==> src/rtl/sequential_left_shifter_pkg.sv <==
// Shared ALU definitions for the multi-cycle left shifter:
// FSM state encoding, datapath word width and the largest in-range shift amount.
package sequential_left_shifter_pkg;

    localparam int WORD_W    = 32;
    localparam int SHAMT_MAX = 31;

    localparam logic [1:0] ST_IDLE  = 2'd0;
    localparam logic [1:0] ST_SHIFT = 2'd1;
    localparam logic [1:0] ST_DONE  = 2'd2;

endpackage

==> src/rtl/sequential_left_shifter_shl_step.sv <==
// shl_step: combinational one-bit left shift with a per-step overflow bit.
// Ports: i_d (value before shift), o_q (shifted value), o_ovf (sign bit changes).
module shl_step #(
    parameter int W = 32
) (
    input  logic [W-1:0] i_d,
    output logic [W-1:0] o_q,
    output logic         o_ovf
);

    assign o_q   = {i_d[W-2:0], 1'b0};
    // The new sign bit is the old bit W-2, so a mismatch means the sign flips.
    assign o_ovf = i_d[W-1] ^ i_d[W-2];

endmodule

==> src/rtl/sequential_left_shifter.sv <==
// sequential_left_shifter: shifts A left by B, one bit per clock, zero fill.
// Ports: clk, rst (sync, high), start/A/B request, result/ovf output,
// busy (not IDLE), done (one-cycle pulse). Overflow tracking: SHL_OVF_EN.
module sequential_left_shifter
    import sequential_left_shifter_pkg::*;
#(
    parameter int WIDTH = WORD_W,
    parameter int CNT_W = 6
) (
    input  logic             clk,
    input  logic             rst,
    input  logic             start,
    input  logic [WIDTH-1:0] A,
    input  logic [WIDTH-1:0] B,
    output logic [WIDTH-1:0] result,
    output logic             busy,
    output logic             done,
    output logic             ovf
);

    localparam int SH_W = $clog2(WIDTH);

    logic [1:0]       r_state;
    logic [CNT_W-1:0] r_cnt;
    logic [WIDTH-1:0] r_result;

    logic             w_big;
    logic             w_zero;
    logic [WIDTH-1:0] w_step_q;
    logic             w_step_ovf;

    // Full-width compare: any bit above the shift field forces the shortcut.
    assign w_big  = B > WIDTH'(SHAMT_MAX);
    assign w_zero = B == '0;

    shl_step #(
        .W (WIDTH)
    ) u_step (
        .i_d   (r_result),
        .o_q   (w_step_q),
        .o_ovf (w_step_ovf)
    );

    always_ff @(posedge clk) begin
        if (rst) begin
            r_state  <= ST_IDLE;
            r_cnt    <= '0;
            r_result <= '0;
        end else begin
            unique case (r_state)
                ST_IDLE: begin
                    if (start) begin
                        unique case (1'b1)
                            w_big: begin
                                r_result <= '0;
                                r_state  <= ST_DONE;
                            end
                            w_zero: begin
                                r_result <= A;
                                r_state  <= ST_DONE;
                            end
                            default: begin
                                r_result <= A;
                                r_cnt    <= CNT_W'(B[SH_W-1:0]);
                                r_state  <= ST_SHIFT;
                            end
                        endcase
                    end
                end
                ST_SHIFT: begin
                    r_result <= w_step_q;
                    r_cnt    <= r_cnt - CNT_W'(1);
                    if (r_cnt == CNT_W'(1))
                        r_state <= ST_DONE;
                end
                ST_DONE: begin
                    r_state <= ST_IDLE;
                end
                default: begin
                    r_state <= ST_IDLE;
                end
            endcase
        end
    end

`ifdef SHL_OVF_EN
    logic r_ovf;

    // Sticky across the operation; cleared only when a new start is taken.
    always_ff @(posedge clk) begin
        if (rst) begin
            r_ovf <= 1'b0;
        end else begin
            unique case (r_state)
                ST_IDLE: begin
                    if (start)
                        r_ovf <= w_big && (A != '0);
                end
                ST_SHIFT: begin
                    if (w_step_ovf)
                        r_ovf <= 1'b1;
                end
                default: begin
                end
            endcase
        end
    end

    assign ovf = r_ovf;
`else
    logic w_unused_ovf;
    assign w_unused_ovf = w_step_ovf;
    assign ovf          = 1'b0;
`endif

    assign result = r_result;
    assign busy   = r_state != ST_IDLE;
    assign done   = r_state == ST_DONE;

endmodule

==> config.mk <==
export PLATFORM = sky130hd
export DESIGN_NAME = sequential_left_shifter
export DESIGN_NICKNAME = d
export VERILOG_FILES = /design/src/rtl/sequential_left_shifter_pkg.sv /design/src/rtl/sequential_left_shifter_shl_step.sv /design/src/rtl/sequential_left_shifter.sv
export SDC_FILE = /design/constraint.sdc
export NUM_CORES = 1
export LEC_CHECK = 0
export CORE_ASPECT_RATIO = 1.1
export CORE_MARGIN = 2
export CORE_UTILIZATION = 25
export CTS_BUF_LIST = sky130_fd_sc_hd__clkbuf_8
export DETAILED_ROUTE_END_ITERATION = 10
export SETUP_SLACK_MARGIN = 0.05
export SLEW_MARGIN = 20
export SYNTH_ARGS = -nofsm -noshare
export SYNTH_HDL_FRONTEND = slang
export SYNTH_SLANG_ARGS = --single-unit
export TNS_END_PERCENT = 1
==> constraint.sdc <==
create_clock -name clk -period 4.1 [get_ports clk]
set_clock_uncertainty 0.1 [all_clocks]
set_input_delay 0.615 -clock clk [delete_from_list [all_inputs] [get_ports clk]]
set_output_delay 0.615 -clock clk [all_outputs]
set_load 0.02 [all_outputs]
==> impl_metrics.json <==
{
  "status": "finished, final reports clean",
  "async_flop_share_pct": 0,
  "cap_violations": 0,
  "rsz0062_at_grt": "false",
  "initial_utilization_pct": 25.9,
  "path_buf_inv": 1,
  "cts_inserted_buffers": 5,
  "cts_tree": "done",
  "ctsHoldBuffers": 0,
  "cts_buffer_depth": 2,
  "placed_cells": 422,
  "vias_per_cell": 4.83,
  "drt-total-wl_um": 6100,
  "synth_seq_area_share_pct": 34.9,
  "drive_gt1_share_pct": 24.1,
  "dr.first_iter.drc_count": 53,
  "num_vias": 2079,
  "cellPowerDensity_nw_per_um2": 274,
  "synth_top_area_share_pct": 34.9,
  "rows": 36,
  "dieArea_um2": 9970,
  "placed_area_um2": 3280,
  "core-area_um2": 8870,
  "crit_family": "simple AND/OR/NAND/NOR gates",
  "post_synth_num_cell_types": 40,
  "grtUsageTotal_pct": 12.8,
  "dr.pass1.iters": 4,
  "cp_max_fo": 31,
  "multi_input_area_um2": 1310,
  "critPathSlowestCell": "and3_4",
  "ys_warn_count": 0,
  "place_ws_ns": 1.29,
  "worstPathRequired_ns": 4.21,
  "yosysMostFrequentCell": "nor2_1",
  "slew_viol_final": 0,
  "timing.final.crit_share_pct": 59.3,
  "fp.dieH_um": 105,
  "final.fill_count": 898,
  "path_cells": "clkdlybuf4s50_1 -> nor4_1 -> and4_2 -> and3_4 -> a221oi_1 -> nor3_1",
  "worst_pin_slew_ns": 0.997,
  "min_path_type": "flop to flop",
  "clkTransAtPathRegs_ns": 0.08,
  "worst_setup_path_start_kind": "input port",
  "cts_root_buf": "clkbuf_8",
  "critical-path-max-stage-delay_ns": 0.57,
  "syn2layout_area_growth_pct": 46.9,
  "nets": 384,
  "io_pins": 102,
  "place_hpwl_um": 4280,
  "setup_violations": 0,
  "grt_pass1_wl_um": 10200,
  "cts-htree-levels": 2,
  "wire_per_inst_um": 14.2,
  "stdcell_area_um2": 3370,
  "yosys.area.top_type": "dfxtp_1",
  "fp.dieW_um": 95.4,
  "synth_seq_cells": 40,
  "seq_area_um2": 802,
  "insertion_delay_ns": 0.29,
  "hold_viol": 0,
  "gr-total-overflow": 0,
  "synth_fp_nets": 296,
  "ctsResizeCount": 0,
  "avgSynthCellArea_um2": 10.1,
  "crit_path_end_kind": "flop",
  "port_buffers": 100,
  "ir_worst_vdd_v": 0.000119,
  "clock-sinks": 40,
  "place_congestion": 0.766,
  "syn-cell-area_um2": 2300,
  "period_needed_ns": 2.43,
  "synth_common_cells": "nor2_1, dfxtp_1, a221oi_2, nor3_2",
  "slew_headroom_pct": 33.5,
  "postCtsSetupRepairBufs": 0,
  "grt_max_degree": 43,
  "leakage_nw": 1.25,
  "n_antenna_cell": 0,
  "instances_no_fill": 430,
  "setup_tns_ns": 0,
  "synthTopCellsByArea": "dfxtp_1, a221oi_2, nor3_2, nor2_1, buf_12",
  "fmax_ghz": 0.411,
  "ys_dominant_reg_cell": "dfxtp_1",
  "worstPathArrival_ns": 2.55,
  "setup.worst_path.class": "input port to flop",
  "final.setup.worst_slack_ns": 1.67,
  "synthCells": 227,
  "grt_antenna_before_repair": 0,
  "synth_edf_count": 0,
  "grt_pass1_vias": 2105,
  "ant_nets": 0,
  "remaining_drc_errors": 0
}
## flip-flops by register name, summed over array words and instances (netlist names)
| register | count |
|---|---|
| result | 32 |
| r_state | 2 |
| r_cnt | 6 |
## through the flow
stage | total power, mW | util, % | hold WS, ns
final | 0.924 | 38.0 | 0.400
after global placement | 0.665 | 37.0 | 0.389
after CTS | 0.941 | 38.0 | 0.405
after detailed placement | 0.666 | 37.0 | 0.386
after floorplan | 0.544 | - | 0.377
after global routing | 0.977 | 38.0 | 0.418
## report_power, final
group	internal [mW]	switching [mW]	total, mW
logic	0.125	0.102	0.227
clock network	0.132	0.137	0.269
registers	0.408	0.0188	0.427
total	0.666	0.258	0.924
## cell families after synthesis
family                   count (synthesis)  synth area share (%)
AO/OA/AOI/OAI                           47                  24.6
adder cells (fa/ha/maj)                  2                  1.09
buffers and inverters                   25                  8.23
flip-flops                              40                  34.9
multiplexers                             2                 0.872
other                                    1                 0.163
AND/OR/NAND/NOR                        110                  30.2
## cell usage in the layout, fill, tap and decap left out
cell	netlist	routed
nand3b_1	1	1
nand2_1	5	5
nand4_1	1	1
nor4_2	1	1
or2_2	1	1
nand2b_1	2	2
a41oi_2	1	1
and2_1	2	2
o21ai_1	2	2
o211a_1	1	1
and3_1	1	1
clkbuf_8	0	6
and3_4	1	1
or2_1	1	1
nor2b_1	4	4
nor3_2	30	30
inv_1	4	6
a221oi_2	30	30
mux2i_1	2	2
and4_2	1	1
nor2_2	0	1
a32oi_1	1	1
o22ai_1	1	1
clkdlybuf4s50_1	0	99
dfxtp_1	40	39
o32ai_1	1	1
o21ai_0	4	4
or3_1	2	2
nor2_1	43	42
dfxtp_2	0	1
a21oi_1	5	5
nand3_1	1	1
ha_1	2	2
nor4_1	8	8
buf_4	7	3
nor4b_1	1	1
a221oi_1	1	1
conb_1	1	1
nor3_1	4	4
## routing by layer
| metal | GRT usage, % | wire [µm] |
|---|---|---|
| met1 | 15.7 | 2550 |
| met2 | 21.5 | 3070 |
| met3 | 3.91 | 440 |
| met4 | 3.06 | 47 |
| met5 | 0 | 0 |
## path summary, 6_finish.rpt
kind | from | endpoint | slack [ns] | cells after the start
max | B[26] | result[3]$_SDFFE_PP0P_ | 1.67 | 6
min | result[31]$_SDFFE_PP0P_ | result[31]$_SDFFE_PP0P_ | 0.40 | 2
max reg2reg | r_state[1]$_SDFFE_PP0P_ | result[3]$_SDFFE_PP0P_ | 2.08 | 4
min reg2reg | result[31]$_SDFFE_PP0P_ | result[31]$_SDFFE_PP0P_ | 0.40 | 2
## layout make-up
class	count	share of cell area (%)
clock buffer	6	2.45
clock inverter	2	0.223
inverter	4	0.445
multi-input combinational	162	38.8
sequential	40	23.8
tap	114	4.23
timing repair buffer	102	30.1
## tightest hold or removal path, stage by stage (launching register included)
cell and delay (ns):
dfxtp_1 0.33, nor2_1 0.05, nor3_2 0.08
Power figures use the tool's default switching activity.
